$ cat src/rtl/byte_striping_controller.sv
// Round-robin byte striper onto x1/x2/x4 lanes; lane outputs registered, 1-cycle latency.
// byteRDY follows laneRDY of the current lane; short final sets are padded before IDLE.
module byte_striping_controller #(
  parameter logic [7:0] PAD_SYMBOL = 8'hF7,
  parameter int         SETCNT_W   = 16
) (
  input  logic                clk1Mhz,
  input  logic                resetL,
  input  logic                enable,
  input  logic [1:0]          laneMode,
  input  logic [7:0]          byteStripingIN,
  input  logic                byteVLD,
  input  logic                byteEND,
  input  logic [3:0]          laneRDY,
  output logic                byteRDY,
  output logic [7:0]          stripedLane0,
  output logic [7:0]          stripedLane1,
  output logic [7:0]          stripedLane2,
  output logic [7:0]          stripedLane3,
  output logic [3:0]          laneLoad,
  output logic                byteStripingVLD,
  output logic [1:0]          laneIdx,
  output logic                modeErr,
  output logic [SETCNT_W-1:0] setCount
);

  typedef enum logic [1:0] {IDLE, STRIPE, PAD} state_t;

  state_t     state, state_nxt;
  logic [1:0] last_idx, last_nxt;   // index of the highest active lane (N-1)
  logic [1:0] idx_nxt;
  logic       wr_en;
  logic [7:0] wr_dat;
  logic       set_done;
  logic       err_set;

  always_comb begin
    state_nxt = state;
    last_nxt  = last_idx;
    idx_nxt   = laneIdx;
    wr_en     = 1'b0;
    wr_dat    = byteStripingIN;
    set_done  = 1'b0;
    err_set   = 1'b0;
    byteRDY   = 1'b0;
    case (state)
      IDLE: begin
        if (enable) begin
          state_nxt = STRIPE;
          case (laneMode)
            2'b00:   last_nxt = 2'd0;
            2'b01:   last_nxt = 2'd1;
            2'b10:   last_nxt = 2'd3;
            default: begin
              last_nxt = 2'd0;
              err_set  = 1'b1;
            end
          endcase
        end
      end
      STRIPE: begin
        byteRDY = laneRDY[laneIdx];
        if (byteVLD && laneRDY[laneIdx]) begin
          wr_en = 1'b1;
          if (laneIdx == last_idx) begin
            idx_nxt  = 2'd0;
            set_done = 1'b1;
            if (byteEND) state_nxt = IDLE;
          end else begin
            idx_nxt = laneIdx + 2'd1;
            if (byteEND) state_nxt = PAD;
          end
        end else if (!enable && laneIdx == 2'd0) begin
          // Leaving only on a set boundary keeps partial sets intact.
          state_nxt = IDLE;
        end
      end
      PAD: begin
        if (laneRDY[laneIdx]) begin
          wr_en  = 1'b1;
          wr_dat = PAD_SYMBOL;
          if (laneIdx == last_idx) begin
            idx_nxt   = 2'd0;
            set_done  = 1'b1;
            state_nxt = IDLE;
          end else begin
            idx_nxt = laneIdx + 2'd1;
          end
        end
      end
      default: state_nxt = IDLE;
    endcase
  end

  always_ff @(posedge clk1Mhz) begin
    if (!resetL) begin
      state           <= IDLE;
      last_idx        <= 2'd0;
      laneIdx         <= 2'd0;
      stripedLane0    <= 8'h00;
      stripedLane1    <= 8'h00;
      stripedLane2    <= 8'h00;
      stripedLane3    <= 8'h00;
      laneLoad        <= 4'b0000;
      byteStripingVLD <= 1'b0;
      modeErr         <= 1'b0;
      setCount        <= '0;
    end else begin
      state           <= state_nxt;
      last_idx        <= last_nxt;
      laneIdx         <= idx_nxt;
      laneLoad        <= wr_en ? (4'b0001 << laneIdx) : 4'b0000;
      byteStripingVLD <= set_done;
      if (err_set)  modeErr  <= 1'b1;
      if (set_done) setCount <= setCount + SETCNT_W'(1);
      if (wr_en) begin
        case (laneIdx)
          2'd0:    stripedLane0 <= wr_dat;
          2'd1:    stripedLane1 <= wr_dat;
          2'd2:    stripedLane2 <= wr_dat;
          default: stripedLane3 <= wr_dat;
        endcase
      end
    end
  end

endmodule

$ cat config.mk
export PLATFORM = sky130hd
export DESIGN_NAME = byte_striping_controller
export DESIGN_NICKNAME = d
export VERILOG_FILES = /design/src/rtl/byte_striping_controller.sv
export SDC_FILE = /design/constraint.sdc
export NUM_CORES = 1
export LEC_CHECK = 0
export CAP_MARGIN = 20
export CORE_ASPECT_RATIO = 0.9
export CORE_MARGIN = 2
export CORE_UTILIZATION = 65
export CTS_CLUSTER_DIAMETER = 60
export DETAILED_ROUTE_END_ITERATION = 10
export DONT_BUFFER_PORTS = 1
export MAX_ROUTING_LAYER = met4
export PLACE_DENSITY = 0.81
export SYNTH_ARGS = -nofsm -noshare
export SYNTH_HDL_FRONTEND = slang
export SYNTH_SLANG_ARGS = --single-unit
$ cat constraint.sdc
create_clock -name clk1Mhz -period 2.7 [get_ports clk1Mhz]
set_input_delay 0.405 -clock clk1Mhz [delete_from_list [all_inputs] [get_ports clk1Mhz]]
set_output_delay 0.405 -clock clk1Mhz [all_outputs]
set_load 0.02 [all_outputs]
==> results.py <==
metrics = {
    "clocking": {
        "clockBufferDepth": 2,
        "root_buffer": "clkbuf_8",
        "hold_buffers": 0,
        "cts_tree": "done",
        "clk_latency_ns": 0.34,
        "clock-sinks": 60,
        "postCtsSetupRepairBufs": 0,
        "cts_made_buffers": 9,
        "path_clk_slew_ns": 0.07,
        "cts_resized": 0,
        "htree_levels": 3,
    },
    "die": {
        "ioPinCount": 76,
        "core_um2": 4020,
        "initial_core_util_pct": 67.0,
        "die_w_um": 71.8,
        "die_y_um": 65.1,
        "design.die.area_um2": 4670,
        "rows": 22,
    },
    "placed_design": {
        "place_congestion": 0.857,
        "dp.final_hpwl_mm": 3.63,
        "portBuffers": 0,
    },
    "sta": {
        "setup_viol": 0,
        "hold_viol_final": 0,
        "rsz0062_at_grt": "false",
        "timing.fmax_mhz": 449,
        "fin_crit_sh_pct": 82.4,
        "drv_slew": 0,
        "slew_headroom_pct": 60.7,
        "finalSetupTns_ns": 0,
        "worst_pin_slew_ns": 0.589,
        "skew_ns": 0.00792,
        "min_period_ns": 2.23,
    },
    "logic_synthesis": {
        "yosysUniqueCellTypes": 34,
        "synth_area_um2": 2690,
        "yosysTopAreaCellShare_pct": 44.6,
        "synth.net_count": 317,
        "synth_seq_area_share_pct": 44.6,
        "synthCells": 287,
        "synth_area_leader_cell": "dfxtp_1",
        "synth_seq_cells": 60,
        "syn_area_per_cell_um2": 9.38,
        "yosys-top-cells-area": "dfxtp_1 45%, mux2i_1 16%, nand2_1 8.4%",
        "yosysWarningCount": 0,
    },
    "worst_setup_path": {
        "cp_top_family": "flip-flops",
        "critPathKind": "flip-flop to primary output",
        "slowest_delay_ns": 0.69,
        "cp_slowest_cell": "dfxtp_1",
        "crit_buf_inv": 0,
        "cp.required_ns": 2.30,
        "r2r_end": "setCount[15]",
        "crit_path_cell_trace": "mux4_2, and2_1",
        "crit_arrival_ns": 1.82,
        "r2r_setup_slack_ns": 0.62,
        "critPathLaunchType": "flip-flop",
        "rr_worst_depth": 5,
        "cp_max_fo": 11,
        "r2r_start": "laneIdx[1]",
        "worstSetupStartpoint": "laneIdx[1]",
        "end_kind": "primary output",
    },
    "min_path": {
        "hp-class": "input pin to flip-flop",
        "whs_path_depth": 1,
        "min_from": "enable",
        "hold_end": "last_idx[0]",
    },
    "power_and_ir_drop": {
        "p_seq_share_pct": 49.0,
        "p_comb_share_pct": 7.7,
        "power.density_nw_per_um2": 644,
        "p_leak_nw": 1.34,
        "p_switching_mw": 0.450,
        "pwr-share-clk_pct": 43.3,
        "swShare_pct": 23.9,
        "irDropWorstVdd_v": 0.000550,
        "p_int_mw": 1.43,
    },
    "cells_and_area": {
        "nets": 319,
        "post-route-util_pct": 72.6,
        "area_growth_pct": 8.41,
        "drive_gt1_share_pct": 8.50,
        "antenna_cells": 0,
    },
    "detailed_routing": {
        "drt_first_pass_iters": 4,
        "ant_nets": 0,
        "remaining_drc_errors": 0,
        "drtIter0Drc": 153,
        "via_per_inst": 5.73,
        "wl_per_cell_um": 15.5,
        "vias": 1958,
        "routed_wl_mm": 5.30,
    },
    "global_route": {
        "antenna_found_initial": 0,
        "grt_first_pass_wirelength_mm": 8.74,
        "grt_pass1_vias": 1874,
        "grt.overflow.total": 0,
        "grt_max_degree": 58,
        "grtUsageTotal_pct": 25.2,
    },
    "outcome": {
        "status": "finished clean",
    },
    "run": {
        "cap_violations": 0,
    },
}
[cells in the mapped netlist, drive strengths merged]
library cell and n:
a21oi 4, a311oi 2, a31oi 1, and2 5, and3 2, and4 4
and4bb 1, buf 3, clkbuf 7, dfxtp 60, ha 11, inv 10
mux2i 42, mux4 1, nand2 65, nand2b 14, nand3 5, nand4 8
nor2 16, nor3 4, nor4 2, o2111ai 1, o211ai 1, o21a 1
o21ai 2, o221ai 1, o22ai 1, or3 1, xnor2 4, xor2 8
[through the flow]
stage,setup slack (ns),hold WS (ns),instances,total power [mW],cell area [um2]
finish,0.474,0.175,342,1.88,2920
global route,0.357,0.164,342,1.96,2920
CTS,0.458,0.171,342,1.89,2920
detailed placement,0.627,0.476,326,1.08,2720
global placement,0.681,0.468,326,1.08,2720
floorplan,0.727,0.449,287,1.07,2690
[how the worst max path moves through the flow]
| stage | to | slack (ns) | cells past startpoint |
|---|---|---|---|
| after floorplan | setCount[3] | 0.73 | 7 |
| after detailed placement | setCount[15] | 0.63 | 5 |
| after global placement | setCount[15] | 0.68 | 5 |
| after global routing | byteRDY | 0.36 | 2 |
| after CTS | byteRDY | 0.46 | 2 |
| final | byteRDY | 0.47 | 2 |
[layout make-up]
cell class | instances | area, um2
clock buffer | 12 | 155
clock inverter | 4 | 47.5
fill | 316 | 1100
timing repair buffer | 1 | 7.51
multi-input combinational | 207 | 1410
sequential | 60 | 1200
tap | 48 | 60.1
inverter | 10 | 37.5
[layout by cell type, fill, tap and decap left out, types with 8 or more instances in the layout]
master,n
dfxtp_1,60
nor2_1,15
ha_1,11
nand2b_1,14
nand2_1,60
inv_1,10
mux2i_1,42
xor2_1,8
clkbuf_8,11
nand4_1,8
[flip-flops by register name, indices dropped and copies added (netlist names)]
| name | count |
|---|---|
| byteStripingVLD | 1 |
| laneIdx | 2 |
| laneLoad | 4 |
| last_idx | 2 |
| modeErr | 1 |
| setCount | 16 |
| state | 2 |
| stripedLane0 | 8 |
| stripedLane1 | 8 |
| stripedLane2 | 8 |
| stripedLane3 | 8 |
[logic make-up after synthesis]
kind of cell	after synthesis	share of synthesized area, %
AND/OR/NAND/NOR	127	23.5
XOR/XNOR	12	3.90
AO/OA/AOI/OAI	14	3.44
buffers and inverters	20	3.02
flip-flops	60	44.6
multiplexers	43	16.4
adder cells (fa/ha/maj)	11	5.11
[layer usage]
layer	wire length, um	vias up	GRT usage, %
met4	59	0	8.49
met3	450	6	12.6
met2	2370	62	35.2
met1	2420	909	31.5
li1	-	981	-
met5	0	-	-
[power by group through the flow]
stage | logic [mW] | clock network (mW) | registers (mW)
after CTS | 0.145 | 0.827 | 0.920
after global placement | 0.140 | 0 | 0.939
after detailed placement | 0.144 | 0 | 0.939
after global routing | 0.163 | 0.872 | 0.922
final | 0.145 | 0.814 | 0.920
after floorplan | 0.129 | 0 | 0.937
(Power assumes the default switching activity.)
